==> src/rtl/piece_queue_ctrl.sv <==
// piece_queue_ctrl: turns the 3-bit LFSR sample stream into a preview queue of
// legal tetromino IDs (0..6) and serves the head piece to the game FSM.
//
// Optional feature macro: NO_REPEAT_EN
//   When defined, a legal sample equal to the most recently pushed ID is
//   rerolled once before being accepted.
//
// Ports:
//   clk         system clock, all logic on posedge
//   reset       synchronous active-low reset (0 = reset)
//   rnd         LFSR output sample
//   lfsr_step   one-cycle request to advance the LFSR
//   pop         game FSM consumes the head piece this cycle
//   head_valid  queue not empty
//   head_piece  piece ID at queue head
//   queue_flat  all entries, [2:0] = head, [3k+2:3k] = entry k
//   count       number of valid entries
//   reject_cnt  saturating count of rejected samples
//   underflow   sticky, pop seen while empty
module piece_queue_ctrl #(
    parameter int unsigned DEPTH = 3,
    parameter int unsigned CNT_W = 8
) (
    input  logic                       clk,
    input  logic                       reset,
    input  logic [2:0]                 rnd,
    output logic                       lfsr_step,
    input  logic                       pop,
    output logic                       head_valid,
    output logic [2:0]                 head_piece,
    output logic [3*DEPTH-1:0]         queue_flat,
    output logic [$clog2(DEPTH+1)-1:0] count,
    output logic [CNT_W-1:0]           reject_cnt,
    output logic                       underflow
);

    localparam int unsigned CW      = $clog2(DEPTH + 1);
    localparam logic [2:0]  ILLEGAL = 3'd7;

    typedef enum logic [1:0] {
        DRAW  = 2'd0,
        CHECK = 2'd1,
        FULL  = 2'd2
    } state_t;

    state_t                 state, state_n;
    logic [DEPTH-1:0][2:0]  q, q_n;
    logic [CW-1:0]          count_n;
    logic [CNT_W-1:0]       reject_n;
    logic                   underflow_n;
    logic                   step_n;
    logic                   do_push;
    logic                   do_reject;

`ifdef NO_REPEAT_EN
    logic [2:0]             last_push, last_push_n;
    logic                   reroll_used, reroll_n;
`endif

    // Head outputs decode straight from the entry/count registers.
    assign queue_flat = q;
    assign head_piece = q[0];
    assign head_valid = (count != '0);

    // Next-state, queue update and counters.
    always_comb begin
        state_n     = state;
        q_n         = q;
        count_n     = count;
        reject_n    = reject_cnt;
        underflow_n = underflow;
        do_push     = 1'b0;
        do_reject   = 1'b0;
        // Step request is issued one cycle after DRAW, so it never repeats back to back.
        step_n      = (state == DRAW);
`ifdef NO_REPEAT_EN
        last_push_n = last_push;
        reroll_n    = reroll_used;
`endif

        case (state)
            DRAW: state_n = CHECK;
            CHECK: begin
                if (rnd == ILLEGAL) begin
                    do_reject = 1'b1;
                    state_n   = DRAW;
                end
`ifdef NO_REPEAT_EN
                else if ((rnd == last_push) && !reroll_used) begin
                    // Single reroll of an immediate repeat; 7-rejects above leave the credit alone.
                    do_reject = 1'b1;
                    reroll_n  = 1'b1;
                    state_n   = DRAW;
                end
`endif
                else begin
                    do_push = 1'b1;
                end
            end
            FULL: begin
                if (pop) begin
                    state_n = DRAW;
                end
            end
            default: state_n = DRAW;
        endcase

        // Pop shifts toward the head first so a same-cycle push lands at count-1.
        if (pop) begin
            if (count != '0) begin
                for (int unsigned i = 0; i < DEPTH - 1; i++) begin
                    q_n[i] = q[i+1];
                end
                q_n[DEPTH-1] = '0;
                count_n      = count - CW'(1);
            end else begin
                underflow_n = 1'b1;
            end
        end

        if (do_push) begin
            for (int unsigned i = 0; i < DEPTH; i++) begin
                if (CW'(i) == count_n) begin
                    q_n[i] = rnd;
                end
            end
            count_n = count_n + CW'(1);
            state_n = (count_n == CW'(DEPTH)) ? FULL : DRAW;
`ifdef NO_REPEAT_EN
            last_push_n = rnd;
            reroll_n    = 1'b0;
`endif
        end

        if (do_reject && (reject_cnt != '1)) begin
            reject_n = reject_cnt + CNT_W'(1);
        end
    end

    // State and datapath registers; reset wins over any pending push or pop.
    always_ff @(posedge clk) begin
        if (!reset) begin
            state      <= DRAW;
            q          <= '0;
            count      <= '0;
            reject_cnt <= '0;
            underflow  <= 1'b0;
            lfsr_step  <= 1'b0;
`ifdef NO_REPEAT_EN
            last_push   <= ILLEGAL;
            reroll_used <= 1'b0;
`endif
        end else begin
            state      <= state_n;
            q          <= q_n;
            count      <= count_n;
            reject_cnt <= reject_n;
            underflow  <= underflow_n;
            lfsr_step  <= step_n;
`ifdef NO_REPEAT_EN
            last_push   <= last_push_n;
            reroll_used <= reroll_n;
`endif
        end
    end

endmodule

==> config.mk <==
export PLATFORM = sky130hd
export DESIGN_NAME = piece_queue_ctrl
export DESIGN_NICKNAME = d
export VERILOG_FILES = /design/src/rtl/piece_queue_ctrl.sv
export SDC_FILE = /design/constraint.sdc
export NUM_CORES = 1
export LEC_CHECK = 0
export ABC_AREA = 1
export CORE_ASPECT_RATIO = 0.6
export CORE_UTILIZATION = 30
export DETAILED_ROUTE_END_ITERATION = 8
export GPL_TIMING_DRIVEN = 1
export REMOVE_ABC_BUFFERS = 1
export SKIP_LAST_GASP = 1
export SLEW_MARGIN = 20
export SYNTH_ARGS = -nofsm -noshare
export SYNTH_HDL_FRONTEND = slang
export SYNTH_SLANG_ARGS = --single-unit
==> constraint.sdc <==
create_clock -name clk -period 1.7 [get_ports clk]
set_input_delay 0.425 -clock clk [delete_from_list [all_inputs] [get_ports clk]]
set_output_delay 0.425 -clock clk [all_outputs]
set_load 0.1 [all_outputs]
==> flow_summary.ini, run 1 <==
[status]
status = finished with violations
violations = design-rule violations

[timing]
fin_crit_sh_pct = 91.6
worstMarginPinSlew_ps = 295
rsz0062_at_grt = false
clock-skew-final_ps = 9.25
fin_crit_ps = 1560
slew_viol_final = 0
clock.fmax_ghz = 0.642
finalHoldViolCount = 0
relSlewSlack_pct = 80.3
setup_viol = 0

[min_path]
whs_path_depth = 1
hp-start = state[0]
hp-class = register to register
worstHoldEndpoint = state[0]

[finish]
drive_gt1_share_pct = 25.9
finalNonFillerCells = 271
fin_nets = 232
fillerInstances = 357
utilization_pct = 51.2
insertedDiodeCount = 0
syn_to_final_growth_pct = 59.6

[clocking]
cts_setup_buffers = 0
cts_hold_buffers = 0
clockBufferDepth = 2
cts_resized = 0
insertion_delay_ps = 270
path_clk_slew_ps = 80
clock-root-buffer = clkbuf_8
cts_tree = yes
htree_levels = 1
cts.sinks = 23
numCtsBuffers = 3

[setup_path]
reg2reg_slack_ps = 370
reg2reg_depth = 8
worstSetupStartpointType = register
path_max_fanout = 5
rr_startpoint = reject_cnt[0]
slowest_delay_ps = 330
setup.worst_path.class = register to primary output
cp-end-kind = primary output
slowest_stage = dfxtp_1
cp.required_ps = 1270
path_delay_family = flip-flops
crit_arrival_ps = 1130
worst-path-buf-inv = 2
crit_chain = inv_1 > nand2_1 > buf_12
r2r_end = reject_cnt[7]

[drt]
vias_per_cell = 4.42
wl_per_cell_um = 11.1
dr.pass1.iters = 6
drt_iter0_drc = 67
remaining_drc_errors = 1
ant_nets = 0
num_vias = 1199
finalWirelength_um = 3010

[pwr]
irDropWorstVdd_mv = 0.351
leakagePower_nw = 0.848
power_density_mw_per_mm2 = 699

[grt]
grt_pass1_vias = 1054
grt-ovfl-total = 0
antenna_found_initial = 0
grt_pass1_wl_um = 4950
gr-usage-all-layers_pct = 15.3
grt_max_degree = 15

[floorplanning]
die_y_um = 51.1
die_area_mm2 = 0.00429
die_width_um = 83.9
ioPinCount = 31
start_util_pct = 32.1
core-area_mm2 = 0.00376
row_count = 17

[place]
io_buffers = 30
dp_hpwl_um = 2320
place_congestion = 0.808
dp.cells = 267

[yosys]
yosys.cell_types.count = 21
synth.ff_latch_count = 23
syn-cell-area_mm2 = 0.00121
synthCells = 181
ys_warn_count = 0
yosysSeqAreaShare_pct = 38.1
synth_area_per_cell_um2 = 6.67

[job]
cap_violations = 0
## metal layers
| metal | share of wire, % | GRT usage [%] | wire length, um |
|---|---|---|---|
| met5 | 0 | 0 | 0 |
| met4 | 1.9 | 6.03 | 57 |
| met3 | 5.5 | 4.20 | 164 |
| met2 | 38 | 20.4 | 1130 |
| met1 | 55 | 22.8 | 1660 |
## per-stage QoR
step	instance area, um2	hold WS [ps]	power, mW	setup slack [ps]	setup TNS (ps)
global route	1930	516	1.40	52.8	0
CTS	1930	486	1.36	136	0
detailed placement	1880	474	1.00	-119	-1280
floorplan	1160	445	0.829	-892	-12600
global placement	1880	470	1.00	-74.5	-698
finish	1930	484	1.35	142	0
## cell usage after synthesis
| master | count | share of area (%) |
|---|---|---|
| inv_2 | 3 | 0.93 |
| clkinv_1 | 1 | 0.31 |
| nand2_4 | 1 | 0.93 |
| nor2_1 | 31 | 9.6 |
| o21ai_0 | 5 | 2.1 |
| clkbuf_8 | 1 | 1.1 |
| nor2_2 | 1 | 0.52 |
| ha_1 | 1 | 1.0 |
| inv_1 | 17 | 5.3 |
| nor2_4 | 2 | 1.9 |
| nand2_1 | 52 | 16 |
| nand4_1 | 3 | 1.6 |
| nand2_2 | 6 | 3.1 |
| nand3_1 | 13 | 5.4 |
| xor2_1 | 3 | 2.2 |
| a21oi_1 | 9 | 3.7 |
| buf_4 | 4 | 2.5 |
| nand3_4 | 1 | 1.5 |
| nand3_2 | 1 | 0.83 |
| nor3_1 | 3 | 1.2 |
| dfxtp_1 | 23 | 38 |
## layout by cell type (no fill, tap or decap), drive strengths merged, types with 3 or more instances in the layout
cell type	count
nand2	59
buf	39
nor2	34
dfxtp	23
inv	20
nand3	15
a21oi	9
o21ai	5
clkdlybuf4s50	5
nor3	3
nand4	3
xor2	3
clkbuf	3
## area by class of cell
type                       count  area [um2]  area share (%)
timing repair buffer          44         656            34.0
multi-input combinational    132         624            32.4
sequential                    23         460            23.9
inverter                      21        78.8            4.09
tap                           47        58.8            3.05
clock buffer                   3        41.3            2.14
clock inverter                 1        7.51           0.390
## sequential cells by signal, summed over array words and instances (netlist names)
| name | cells |
|---|---|
| count | 2 |
| lfsr_step | 1 |
| state | 2 |
| underflow | 1 |
| reject_cnt | 8 |
| queue_flat | 6 |
| head_piece | 3 |
## report_power, final
part / leakage, nW / switching, mW / internal, mW
sequential: 0.187 / 0.0217 / 0.556
combinational: 0.639 / 0.268 / 0.144
clock: 0.0217 / 0.189 / 0.166
total: 0.848 / 0.479 / 0.867
## logic make-up (layout without fill, tap and decap cells)
logic type	count (synthesis)	in the layout	share of synthesized area (%)
xor+xnor	3	3	2.18
fa+ha+maj	1	1	1.04
simple gates	114	114	42.7
buf+inv	26	69	10.2
compound gates	14	14	5.80
flops	23	23	38.1
## worst max-delay path by stage
stage | start | endpoint | slack, ps | depth (start not counted)
5_1_grt | pop | queue_flat[3] | 50 | 10
4_1_cts | count[0] | head_valid | 140 | 3
3_3_place_gp | pop | head_piece[1] | -70 | 9
6_report | count[0] | head_valid | 140 | 3
3_5_place_dp | pop | head_piece[0] | -120 | 8
2_1_floorplan | count[0] | head_piece[0] | -890 | 9
## worst reg2reg max path: cells and delay by family (launching register included)
kind,cells,cell delay (ps)
fa+ha+maj,1,200
simple gates,7,690
flops,1,350
Power figures use the tool's default switching activity.
==> run 2, diff against run 1 <==
CTS_CLUSTER_SIZE = 40   (was not set)
==> results of run 2 <==
The final DEF is identical to that of run 1; final timing and power are the same.
==> run 3, diff against run 2 <==
CORE_MARGIN = 4   (was not set)
==> run 3 against run 2 <==
  * The flow now finishes without violations
  * Clock skew shrank 6.8 ps
  * Critical path depth is the same
  * Via count grew 1.5%
  * Routed wire length grew 1.6%
  * First-iteration DRC count shrank 40%
  * Setup slack lost 11 ps
  * Critical path type unchanged
  * Largest power group unchanged
==> flow_summary.ini, run 3 (synthesis gave the netlist of run 1 again) <==
[status]
status = complete, no violations

[pwr]
p_int_uw = 867
switchingPower_uw = 475
p_sw_share_pct = 35.4
power_mw = 1.34
irDropWorstVdd_mv = 0.358
pwr-share-seq_pct = 43.1
leakagePower_nw = 0.840
p_comb_share_pct = 30.7
power_density_mw_per_mm2 = 703
pwr-share-clk_pct = 26.2

[drt]
wl_per_cell_um = 11.3
finalWirelength_um = 3050
top_layer = met4
remaining_drc_errors = 0
ant_nets = 0
route.met2.wl_um = 1120
wl_met1_um = 1640
vias_per_cell = 4.52
dr_wl_met3_um = 235
dr.pass1.iters = 4
num_vias = 1217
drt_iter0_drc = 40

[timing]
setup_tns_ps = 0
timing.final.ws_setup_ps = 131
slew_viol_final = 0
hold_ws_ps = 481
worstMarginPinSlew_ps = 319
finalHoldViolCount = 0
rsz0062_at_grt = false
relSlewSlack_pct = 78.6
clock.fmax_ghz = 0.638
clock-skew-final_ps = 2.42
setup_viol = 0
fin_crit_ps = 1570
fin_crit_sh_pct = 92.3

[finish]
insertedDiodeCount = 0
fin_nets = 230
syn_to_final_growth_pct = 58.0
sequential_cell_area_um2 = 460
layout_commonest_cell = nand2_1
finalInstanceArea_mm2 = 0.00191
fillerInstances = 352
top_register = reject_cnt
finalNonFillerCells = 269
multi_input_area_um2 = 624
final_cell_mix = nand2_1 (52), nor2_1 (31), buf_12 (25)
drive_gt1_share_pct = 24.8
utilization_pct = 50.7
largest_register_ffs = 8

[job]
cap_violations = 0

[setup_path]
worstSetupStartpointType = register
cp-end-kind = primary output
path_delay_family = flip-flops
slowest_delay_ps = 340
crit_arrival_ps = 1140
reg2reg_slack_ps = 390
cp.required_ps = 1270
worst-path-buf-inv = 2
setup.worst_path.class = register to primary output
path_max_fanout = 5
crit_chain = inv_1 > nand2_1 > buf_12
slowest_stage = dfxtp_1

[floorplanning]
die_area_mm2 = 0.00514
core-area_mm2 = 0.00376
start_util_pct = 32.1
row_count = 17
die_width_um = 89.9
ioPinCount = 31
die_y_um = 57.1

[grt]
grt_pass1_vias = 1062
grt-ovfl-total = 0
gr-usage-all-layers_pct = 12.7
antenna_found_initial = 0
grt_pass1_wl_um = 5180
grt_max_degree = 15

[clocking]
insertion_delay_ps = 270
clock-root-buffer = clkbuf_8
cts_tree = yes
cts_resized = 0
clockBufferDepth = 2
path_clk_slew_ps = 80
cts_setup_buffers = 0
htree_levels = 1
cts.sinks = 23
cts_hold_buffers = 0
numCtsBuffers = 3

[min_path]
hp-class = register to register

[place]
dpl-instance-area_mm2 = 0.00186
dp.cells = 265
place_ws_ps = -143
dp_hpwl_um = 2360
io_buffers = 30
place_congestion = 0.799
[run 3: power by group through the flow]
stage	Sequential [mW]	Clock [mW]	Combinational, mW
2_1_floorplan	0.743	0	0.0860
3_3_place_gp	0.591	0	0.411
3_5_place_dp	0.591	0	0.413
4_1_cts	0.579	0.367	0.413
5_1_grt	0.581	0.385	0.433
6_report	0.578	0.352	0.412
[run 3: layer usage]
layer,up-vias,track usage [%]
met1,534,19.2
met4,0,6.10
met3,5,4.08
li1,645,-
met5,-,0
met2,33,15.7
[run 3: worst paths after layout]
| check | to | cells after the start | start |
|---|---|---|---|
| setup / recovery | head_valid | 3 | count[0] |
| hold / removal | state[0] | 1 | state[0] |
| setup reg to reg | reject_cnt[0] | 9 | reject_cnt[0] |
| hold reg to reg | state[0] | 1 | state[0] |
[run 3: worst register-to-register path, delay by kind of cell (launching register included)]
kind | cells | cell delay [ps]
DFF | 1 | 340
and+or+nand+nor | 7 | 650
adders and majority gates | 1 | 200
buffers and inverters | 1 | 70
[run 3: area by class of cell]
cell class | count | area share (%)
well taps | 47 | 3.08
multi-input cells | 132 | 32.7
clock buffers | 4 | 2.36
inverters | 21 | 4.13
flip-flops and latches | 23 | 24.1
repair buffers | 42 | 33.6
